--- src/rtl/button_pkg.sv ---
// Shared types and limits for the button event arbiter.
package button_pkg;

   typedef enum logic [1:0] {
      IDLE  = 2'd0,
      OFFER = 2'd1,
      HOLD  = 2'd2
   } arb_state_t;

   localparam int unsigned MAX_BTN = 8;
   localparam int unsigned HOLD_W  = 4;

endpackage : button_pkg

--- src/rtl/rr_priority_picker.sv ---
// Round-robin pick: first set request strictly after i_last, wrapping around.
module rr_priority_picker #(
   parameter int unsigned N_BTN = 5,
   parameter int unsigned IDW   = $clog2(N_BTN)
) (
   input  logic [N_BTN-1:0] i_req,
   input  logic [IDW-1:0]   i_last,
   output logic             o_any,
   output logic [IDW-1:0]   o_pick
);

   localparam int unsigned SW = IDW + 1;

   logic [IDW-1:0]   w_start;
   logic [N_BTN-1:0] w_rot;
   logic [IDW-1:0]   w_off;
   logic [SW-1:0]    w_sum;

   // Rotate requests so the slot after i_last sits at bit 0, then find lowest set bit.
   always_comb begin
      w_start = (i_last >= IDW'(N_BTN - 1)) ? '0 : IDW'(i_last + IDW'(1));
      w_rot   = N_BTN'({i_req, i_req} >> w_start);
      w_off   = '0;
      for (int k = N_BTN - 1; k >= 0; k--) begin
         if (w_rot[k]) w_off = IDW'(k);
      end
      w_sum  = SW'(w_start) + SW'(w_off);
      o_any  = |i_req;
      o_pick = (w_sum >= SW'(N_BTN)) ? IDW'(w_sum - SW'(N_BTN)) : IDW'(w_sum);
   end

endmodule : rr_priority_picker

--- src/rtl/button_event_arbiter.sv ---
// Latches one-shot button pulses and offers them round-robin on a
// valid/ready channel, with an idle hold-off gap after every accepted event.
module button_event_arbiter
   import button_pkg::*;
#(
   parameter int unsigned N_BTN   = 5,
   parameter int unsigned IDW     = $clog2(N_BTN),
   parameter int unsigned HOLDOFF = 4
) (
   input  logic             clk,
   input  logic             reset,
   input  logic [N_BTN-1:0] i_pulse,
   output logic             o_valid,
   output logic [IDW-1:0]   o_id,
   input  logic             i_ready,
   output logic             o_overrun,
   output logic             o_busy
);

   arb_state_t        r_state, w_state_nxt;
   logic [N_BTN-1:0]  r_pending, w_pending_nxt;
   logic              r_valid, w_valid_nxt;
   logic [IDW-1:0]    r_id, w_id_nxt;
   logic [IDW-1:0]    r_last, w_last_nxt;
   logic [HOLD_W-1:0] r_count, w_count_nxt;
   logic              r_overrun, w_overrun_nxt;
   logic              r_busy, w_busy_nxt;

   logic              w_accept;
   logic [N_BTN-1:0]  w_acc_mask;
   logic              w_any;
   logic [IDW-1:0]    w_pick;

   rr_priority_picker #(
      .N_BTN (N_BTN),
      .IDW   (IDW)
   ) u_picker (
      .i_req  (r_pending),
      .i_last (r_last),
      .o_any  (w_any),
      .o_pick (w_pick)
   );

   // Pending bits: a new pulse wins over the clear of the accepted button.
   always_comb begin
      w_accept      = (r_state == OFFER) && r_valid && i_ready;
      w_acc_mask    = w_accept ? (N_BTN'(1) << r_id) : '0;
      w_pending_nxt = i_pulse | (r_pending & ~w_acc_mask);
      w_overrun_nxt = |(i_pulse & r_pending & ~w_acc_mask);
   end

   // Next-state and output logic for the offer/hold-off sequence.
   always_comb begin
      w_state_nxt = r_state;
      w_valid_nxt = r_valid;
      w_id_nxt    = r_id;
      w_last_nxt  = r_last;
      w_count_nxt = r_count;
      case (r_state)
         IDLE: begin
            w_valid_nxt = 1'b0;
            if (w_any) begin
               w_id_nxt    = w_pick;
               w_valid_nxt = 1'b1;
               w_state_nxt = OFFER;
            end
         end
         OFFER: begin
            if (w_accept) begin
               w_valid_nxt = 1'b0;
               w_last_nxt  = r_id;
               if (HOLDOFF == 0) begin
                  w_state_nxt = IDLE;
               end else begin
                  w_count_nxt = HOLD_W'(HOLDOFF - 1);
                  w_state_nxt = HOLD;
               end
            end
         end
         HOLD: begin
            w_valid_nxt = 1'b0;
            if (r_count == '0) begin
               w_state_nxt = IDLE;
            end else begin
               w_count_nxt = r_count - HOLD_W'(1);
            end
         end
         default: begin
            w_valid_nxt = 1'b0;
            w_state_nxt = IDLE;
         end
      endcase
      w_busy_nxt = (|w_pending_nxt) || (w_state_nxt != IDLE);
   end

   // State and output registers, synchronous reset.
   always_ff @(posedge clk) begin
      if (reset) begin
         r_state   <= IDLE;
         r_pending <= '0;
         r_valid   <= 1'b0;
         r_id      <= '0;
         r_last    <= IDW'(N_BTN - 1);
         r_count   <= '0;
         r_overrun <= 1'b0;
         r_busy    <= 1'b0;
      end else begin
         r_state   <= w_state_nxt;
         r_pending <= w_pending_nxt;
         r_valid   <= w_valid_nxt;
         r_id      <= w_id_nxt;
         r_last    <= w_last_nxt;
         r_count   <= w_count_nxt;
         r_overrun <= w_overrun_nxt;
         r_busy    <= w_busy_nxt;
      end
   end

   assign o_valid   = r_valid;
   assign o_id      = r_id;
   assign o_overrun = r_overrun;
   assign o_busy    = r_busy;

endmodule : button_event_arbiter
--- config.mk ---
export PLATFORM = sky130hd
export DESIGN_NAME = button_event_arbiter
export DESIGN_NICKNAME = d
export VERILOG_FILES = /design/src/rtl/button_pkg.sv /design/src/rtl/rr_priority_picker.sv /design/src/rtl/button_event_arbiter.sv
export SDC_FILE = /design/constraint.sdc
export NUM_CORES = 1
export LEC_CHECK = 0
export BUFFER_PORTS_ARGS = -buffer_cell sky130_fd_sc_hd__buf_2
export CAP_MARGIN = 25
export CORE_MARGIN = 5
export CORE_UTILIZATION = 35
export CTS_BUF_LIST = sky130_fd_sc_hd__clkbuf_4
export DETAILED_ROUTE_END_ITERATION = 12
export SLEW_MARGIN = 20
export SYNTH_ARGS = -nofsm -noshare
export SYNTH_HDL_FRONTEND = slang
export SYNTH_SLANG_ARGS = --single-unit
--- constraint.sdc ---
create_clock -name clk -period 3.1 [get_ports clk]
set_input_delay 0.31 -clock clk [delete_from_list [all_inputs] [get_ports clk]]
set_output_delay 0.31 -clock clk [all_outputs]
set_load 0.01 [all_outputs]
Word level (Yosys, flattened, before mapping). Cells that the tools add are included.

Register bits: 20. Input bits: 8.

Add/sub/neg operators: 4. $lt $le $gt $ge: 2. Eq/ne operators: 4. Shift operators: 2. Multiplexer cells: 18. Bitwise logic cells: 5. Reduce and logical (&&, ||, !) cells: 13.

Operators by type and width (number): $mux 3 (7); $and 5x5->5 (3); $reduce_or 5->1 (3); $shr 10x3->5 (1); $mux 4 (2); $pmux 4 s2 (1); $mux 2 (3); $pmux 2 s3 (1); $mux 5 (1); $not 5->5 (1); $or 5x5->5 (1); $shl 1x3->5 const A (1); $add 3x3->4 (1); $ge 4x3->1 const B (1); $logic_not 4->1 (1); $ne 2x2->1 const B (2); $reduce_and 2->1 (2); $reduce_bool 2->1 (2); $sub 4x1->4 const B (1); $add 3x1->3 const B (1); $ge 3x3->1 const B (1); $reduce_and 3->1 (1); $sub 3x3->3 const B (1); $eq 2x1->1 const B (1); 6 further kinds (8).

Longest topological paths before layout.
Word-level depth: 11. Mapped depth: 19.

By module. Synthesis repeated with hierarchy kept, for this count alone.

Cell total of the unflattened synthesis: 194. Area, all modules: 1550.2 um^2.

Modules (own cells, without submodules): button_event_arbiter (instances 1, cells an instance 98, area each 878.3 um^2); rr_priority_picker (instances 1, cells an instance 96, area each 671.9 um^2).

Worst setup path after synthesis. No wires, ideal clock.

Path type: flip-flop to flip-flop. From: register r_last[0]. To: register r_id[0] (netlist: o_id[0]). Setup time: 123 ps. Arrival time: 3215 ps. Setup slack: -237 ps. Stages on the path, launching flop included: 18. Path buffers: 1. Cell sequence: dfxtp_1 > buf_6 > inv_1 > ha_1 > inv_2 > a21o_1 > a32o_2 > o22ai_4 > nand2b_1 > a21oi_1 > ha_1 > fa_1 > inv_1 > ha_1 > nand2b_1 > a31o_1 > o21ai_1 > nand3_1.

Cells in the longest elaborated chain, start to end: 11. Elaborated cells on any way between the ends: 13.

Ends and longest elaborated chain: start: declaration (RTL line button_event_arbiter.sv:24) `logic [IDW-1:0] r_last, w_last_nxt;`; start signal: assignment (RTL line button_event_arbiter.sv:103) `r_last <= IDW'(N_BTN - 1);`; start signal: assignment (RTL line button_event_arbiter.sv:112) `r_last <= w_last_nxt;`; $add 3x1->3 / $ge 3x3->1 (equally long branches) (RTL line rr_priority_picker.sv:21) `w_start = (i_last >= IDW'(N_BTN - 1)) ? '0 : IDW'(i_last + IDW'(1));`; $mux 3 * (RTL line rr_priority_picker.sv:21); $shr 10x3->5 (RTL line rr_priority_picker.sv:22) `w_rot = N_BTN'({i_req, i_req} >> w_start);`; $mux 3 (5 in a row) (RTL line rr_priority_picker.sv:25) `if (w_rot[k]) w_off = IDW'(k);`; $add 3x3->4 * (RTL line rr_priority_picker.sv:27) `w_sum = SW'(w_start) + SW'(w_off);`; $ge 4x3->1 (RTL line rr_priority_picker.sv:29) `o_pick = (w_sum >= SW'(N_BTN)) ? IDW'(w_sum - SW'(N_BTN)) : IDW'(w_sum);`; $mux 3 * (RTL line rr_priority_picker.sv:29); end signal: assignment (RTL line button_event_arbiter.sv:111) `r_id <= w_id_nxt;`; end: declaration (RTL line button_event_arbiter.sv:23) `logic [IDW-1:0] r_id, w_id_nxt;`.

Mark *: on every way between the ends. The rest lies on a longest branch, timed or not. A chain may end at the register's enable or synchronous reset.

Worst setup path after layout. Same ends and word-level chain as after synthesis.

==> impl_metrics.env <==
export IMPL_fin_crit_ps=3096
export IMPL_r2r_start="r_last[0]$_SDFFE_PP0P_"
export IMPL_drt_initial_drc_count=70
export IMPL_wire_per_inst_um=13.41
export IMPL_cts_root_buf="clkbuf_4"
export IMPL_netSwitchingPower_uw=220.5
export IMPL_finalWirelength_um=3673
export IMPL_route_vias_total=1495
export IMPL_clock_path_buffers=2
export IMPL_cp_endpoint="o_id[0]$_SDFFE_PP0P_"
export IMPL_grt_start_max_net_pins=25
export IMPL_synthCells=185
export IMPL_place_area_um2=1794
export IMPL_power_density_nw_per_um2=375.4
export IMPL_rsz0062_at_grt="true"
export IMPL_start_util_pct=35.86
export IMPL_fillers=423
export IMPL_drv_cap=0
export IMPL_cp_top_family="adder cells"
export IMPL_rrSetupSlack_ps=4
export IMPL_switching_share_pct=29.78
export IMPL_numCtsBuffers=3
export IMPL_required_ps=3300
export IMPL_cts_tree="yes"
export IMPL_htree_levels=1
export IMPL_synth_top_family_by_area="simple AND/OR/NAND/NOR gates"
export IMPL_finalHoldViolations=0
export IMPL_gp_congestion=0.8403
export IMPL_rows=24
export IMPL_path_class="reg -> reg"
export IMPL_max_freq_mhz=323.0
export IMPL_p_int_uw=520.1
export IMPL_grt_pass1_vias=1421
export IMPL_slowest_delay_ps=500
export IMPL_drt_first_pass_iters=4
export IMPL_layout_nets=239
export IMPL_gr_total_overflow=0
export IMPL_multi_input_area_um2=1137
export IMPL_synth_ff_type="dfxtp_1"
export IMPL_dieArea_um2=5897
export IMPL_crit_fanout=4
export IMPL_worst_path_max_delay_cell="fa_1"
export IMPL_end_kind="flip-flop"
export IMPL_final_antenna_net_count=0
export IMPL_clkLatencyLatePin_ps=300
export IMPL_synth_seq_area_share_pct=25.64
export IMPL_clkPwrFrac_pct=28.6
export IMPL_die_w_um=76.80
export IMPL_cp_depth=16
export IMPL_arrival_ps=3300
export IMPL_antenna_found_initial=0
export IMPL_slew_violations=0
export IMPL_hold_path_class="in -> reg"
export IMPL_synthAdderAreaFrac_pct=6.891
export IMPL_antenna_cells=0
export IMPL_synth_mux_area_share_pct=3.365
export IMPL_final_cell_mix="buf_4, nor2_1, dfxtp_1"
export IMPL_p_seq_share_pct=40.7
export IMPL_ios=14
export IMPL_cp_startpoint="r_last[0]$_SDFFE_PP0P_"
export IMPL_grt_usage_pct=12.50
export IMPL_reg2reg_to="o_id[0]$_SDFFE_PP0P_"
export IMPL_final_core_util_pct=45.32
export IMPL_combPwrFrac_pct=30.7
export IMPL_worstPathCellList="inv_2 -> ha_4 -> inv_4 -> a21o_1 -> a32o_2 -> o22ai_4 -> nand2b_4 -> a21oi_2 -> ha_2 -> fa_1 -> inv_2 -> ha_4 -> nand2b_4 -> a31o_1 -> o21ai_1 -> nand3_1"
export IMPL_startpoint_type="flip-flop"
export IMPL_seq_area_um2=402.9
export IMPL_grt_pass1_wl_um=6354
export IMPL_design_area_um2=1973
export IMPL_dpl_hpwl_um=2778
export IMPL_power_leakage_nw=0.7802
export IMPL_async_flop_share_pct=0
export IMPL_port_buffers=13
export IMPL_skew_ps=6.775
export IMPL_synth_edff_count=0
export IMPL_outcome="finished, final reports clean"
export IMPL_fin_crit_sh_pct=99.86
export IMPL_synth_seq_cells=20
export IMPL_coreArea_um2=4354
export IMPL_synth_compound_area_share_pct=25.80
export IMPL_r2r_cells=16
export IMPL_netlist_area_um2=1561
export IMPL_yosys_cell_types_count=62
export IMPL_syn_nets=201
export IMPL_path_buf_inv=3
export IMPL_syn_area_per_cell_um2=8.441
export IMPL_drive_gt1_share_pct=39.19
export IMPL_worstMarginPinSlew_ps=441.3
export IMPL_viasPerCell=5.456
export IMPL_final_common_cell="buf_4"
export IMPL_ys_warn_count=0
export IMPL_hold_buffers=0
export IMPL_setup_viol=0
export IMPL_synth_xor_area_share_pct=1.122
export IMPL_ir_drop_uv=304.6
export IMPL_slew_headroom_pct=70.20
export IMPL_drc=0
export IMPL_clock_sinks=20
export IMPL_areaGrowthSynthToFinish_pct=26.36
export IMPL_yosys_area_share_simple_pct=30.05
export IMPL_chipHeight_um=76.80
export IMPL_path_clk_slew_ps=120
==> layout make-up <==
cell class | count | area share (%)
clock buffer | 3 | 1.141
clock inverter | 1 | 1.522
tap | 52 | 3.297
multi-input combinational | 147 | 57.64
inverter | 10 | 2.029
sequential | 20 | 20.42
timing repair buffer | 41 | 13.95
==> timing repair <==
item                       4_1_cts  5_1_grt
resized for setup               13        5
gates cloned                     0        0
pin swaps                        2        9
setup endpoints to repair        3        3
buffers inserted                 5        3
==> synthesized netlist by cell type (3+ instances only) <==
| cell | count | area, um2 |
|---|---|---|
| o21ai_1 | 4 | 20.02 |
| nand3_1 | 5 | 25.02 |
| o21ai_0 | 5 | 25.02 |
| a21o_1 | 4 | 30.03 |
| nor2_1 | 18 | 67.56 |
| nand3b_1 | 3 | 22.52 |
| dfxtp_1 | 20 | 400.4 |
| inv_1 | 9 | 33.78 |
| mux2i_1 | 3 | 30.03 |
| nand2_1 | 11 | 41.29 |
| a32oi_1 | 3 | 26.28 |
| a21oi_1 | 14 | 70.07 |
| ha_1 | 7 | 87.58 |
| nor3_1 | 10 | 50.05 |
| nor3b_1 | 3 | 22.52 |
| nand2b_1 | 8 | 50.05 |
==> how the worst min path moves through the flow <==
stage,start,endpoint,slack (ps),cells past startpoint
after floorplan,i_pulse[2],r_pending[2]$_SDFF_PP0_,430,2
after global placement,r_last[2]$_SDFFE_PP1P_,r_last[2]$_SDFFE_PP1P_,480,2
after detailed placement,r_last[1]$_SDFFE_PP0P_,r_last[1]$_SDFFE_PP0P_,490,2
after CTS,i_pulse[4],r_pending[4]$_SDFF_PP0_,240,3
after global routing,i_pulse[4],r_pending[4]$_SDFF_PP0_,230,3
final,i_pulse[4],r_pending[4]$_SDFF_PP0_,250,3
==> power groups by stage <==
stage                     combinational [mW]  clock (mW)  sequential (mW)
after floorplan                        0.148           0            0.301
after global placement                 0.197           0            0.306
after detailed placement               0.198           0            0.307
after CTS                              0.221       0.217            0.301
after global routing                   0.254       0.232            0.306
final                                  0.227       0.212            0.302
==> sequential cells by signal, summed over array words and instances, names as in the netlist <==
| register | count |
|---|---|
| o_busy | 1 |
| r_count | 4 |
| r_state | 2 |
| o_id | 3 |
| o_overrun | 1 |
| o_valid | 1 |
| r_last | 3 |
| r_pending | 5 |
==> through the flow <==
stage / instances / hold WS, ps / setup TNS (ps) / worst slack, ps / power, mW
floorplan: 185 / 427.4 / -26.41 / -13.20 / 0.4489
global placement: 262 / 479.8 / -119.5 / -47.22 / 0.5038
detailed placement: 262 / 486.5 / -310.7 / -123.1 / 0.5046
CTS: 271 / 240.6 / 0 / 6.384 / 0.7393
global route: 274 / 231.4 / -342.3 / -147.4 / 0.7913
finish: 274 / 250.7 / 0 / 4.372 / 0.7406
==> worst reg2reg max path: cells and delay by family (launching register included) <==
family / cells / cell delay, ps
flops: 1 / 380
simple gates: 3 / 360
buf+inv: 3 / 170
compound gates: 6 / 970
fa+ha+maj: 4 / 1130
==> layer usage <==
metal  global-route usage [%]  share of wire (%)  up-vias
met1                    17.41                 49      720
met2                    20.54                 48       21
met4                    1.224               0.27        0
li1                         -                  -      752
met5                        0                  0        -
met3                    2.459                2.6        2
==> cell families (layout without fill, tap and decap cells) <==
family / Yosys count / in the layout
simple gates: 81 / 81
compound gates: 52 / 52
flops: 20 / 20
fa+ha+maj: 8 / 8
mux: 4 / 4
buf+inv: 18 / 55
xor+xnor: 2 / 2
(Power assumes the default switching activity.)
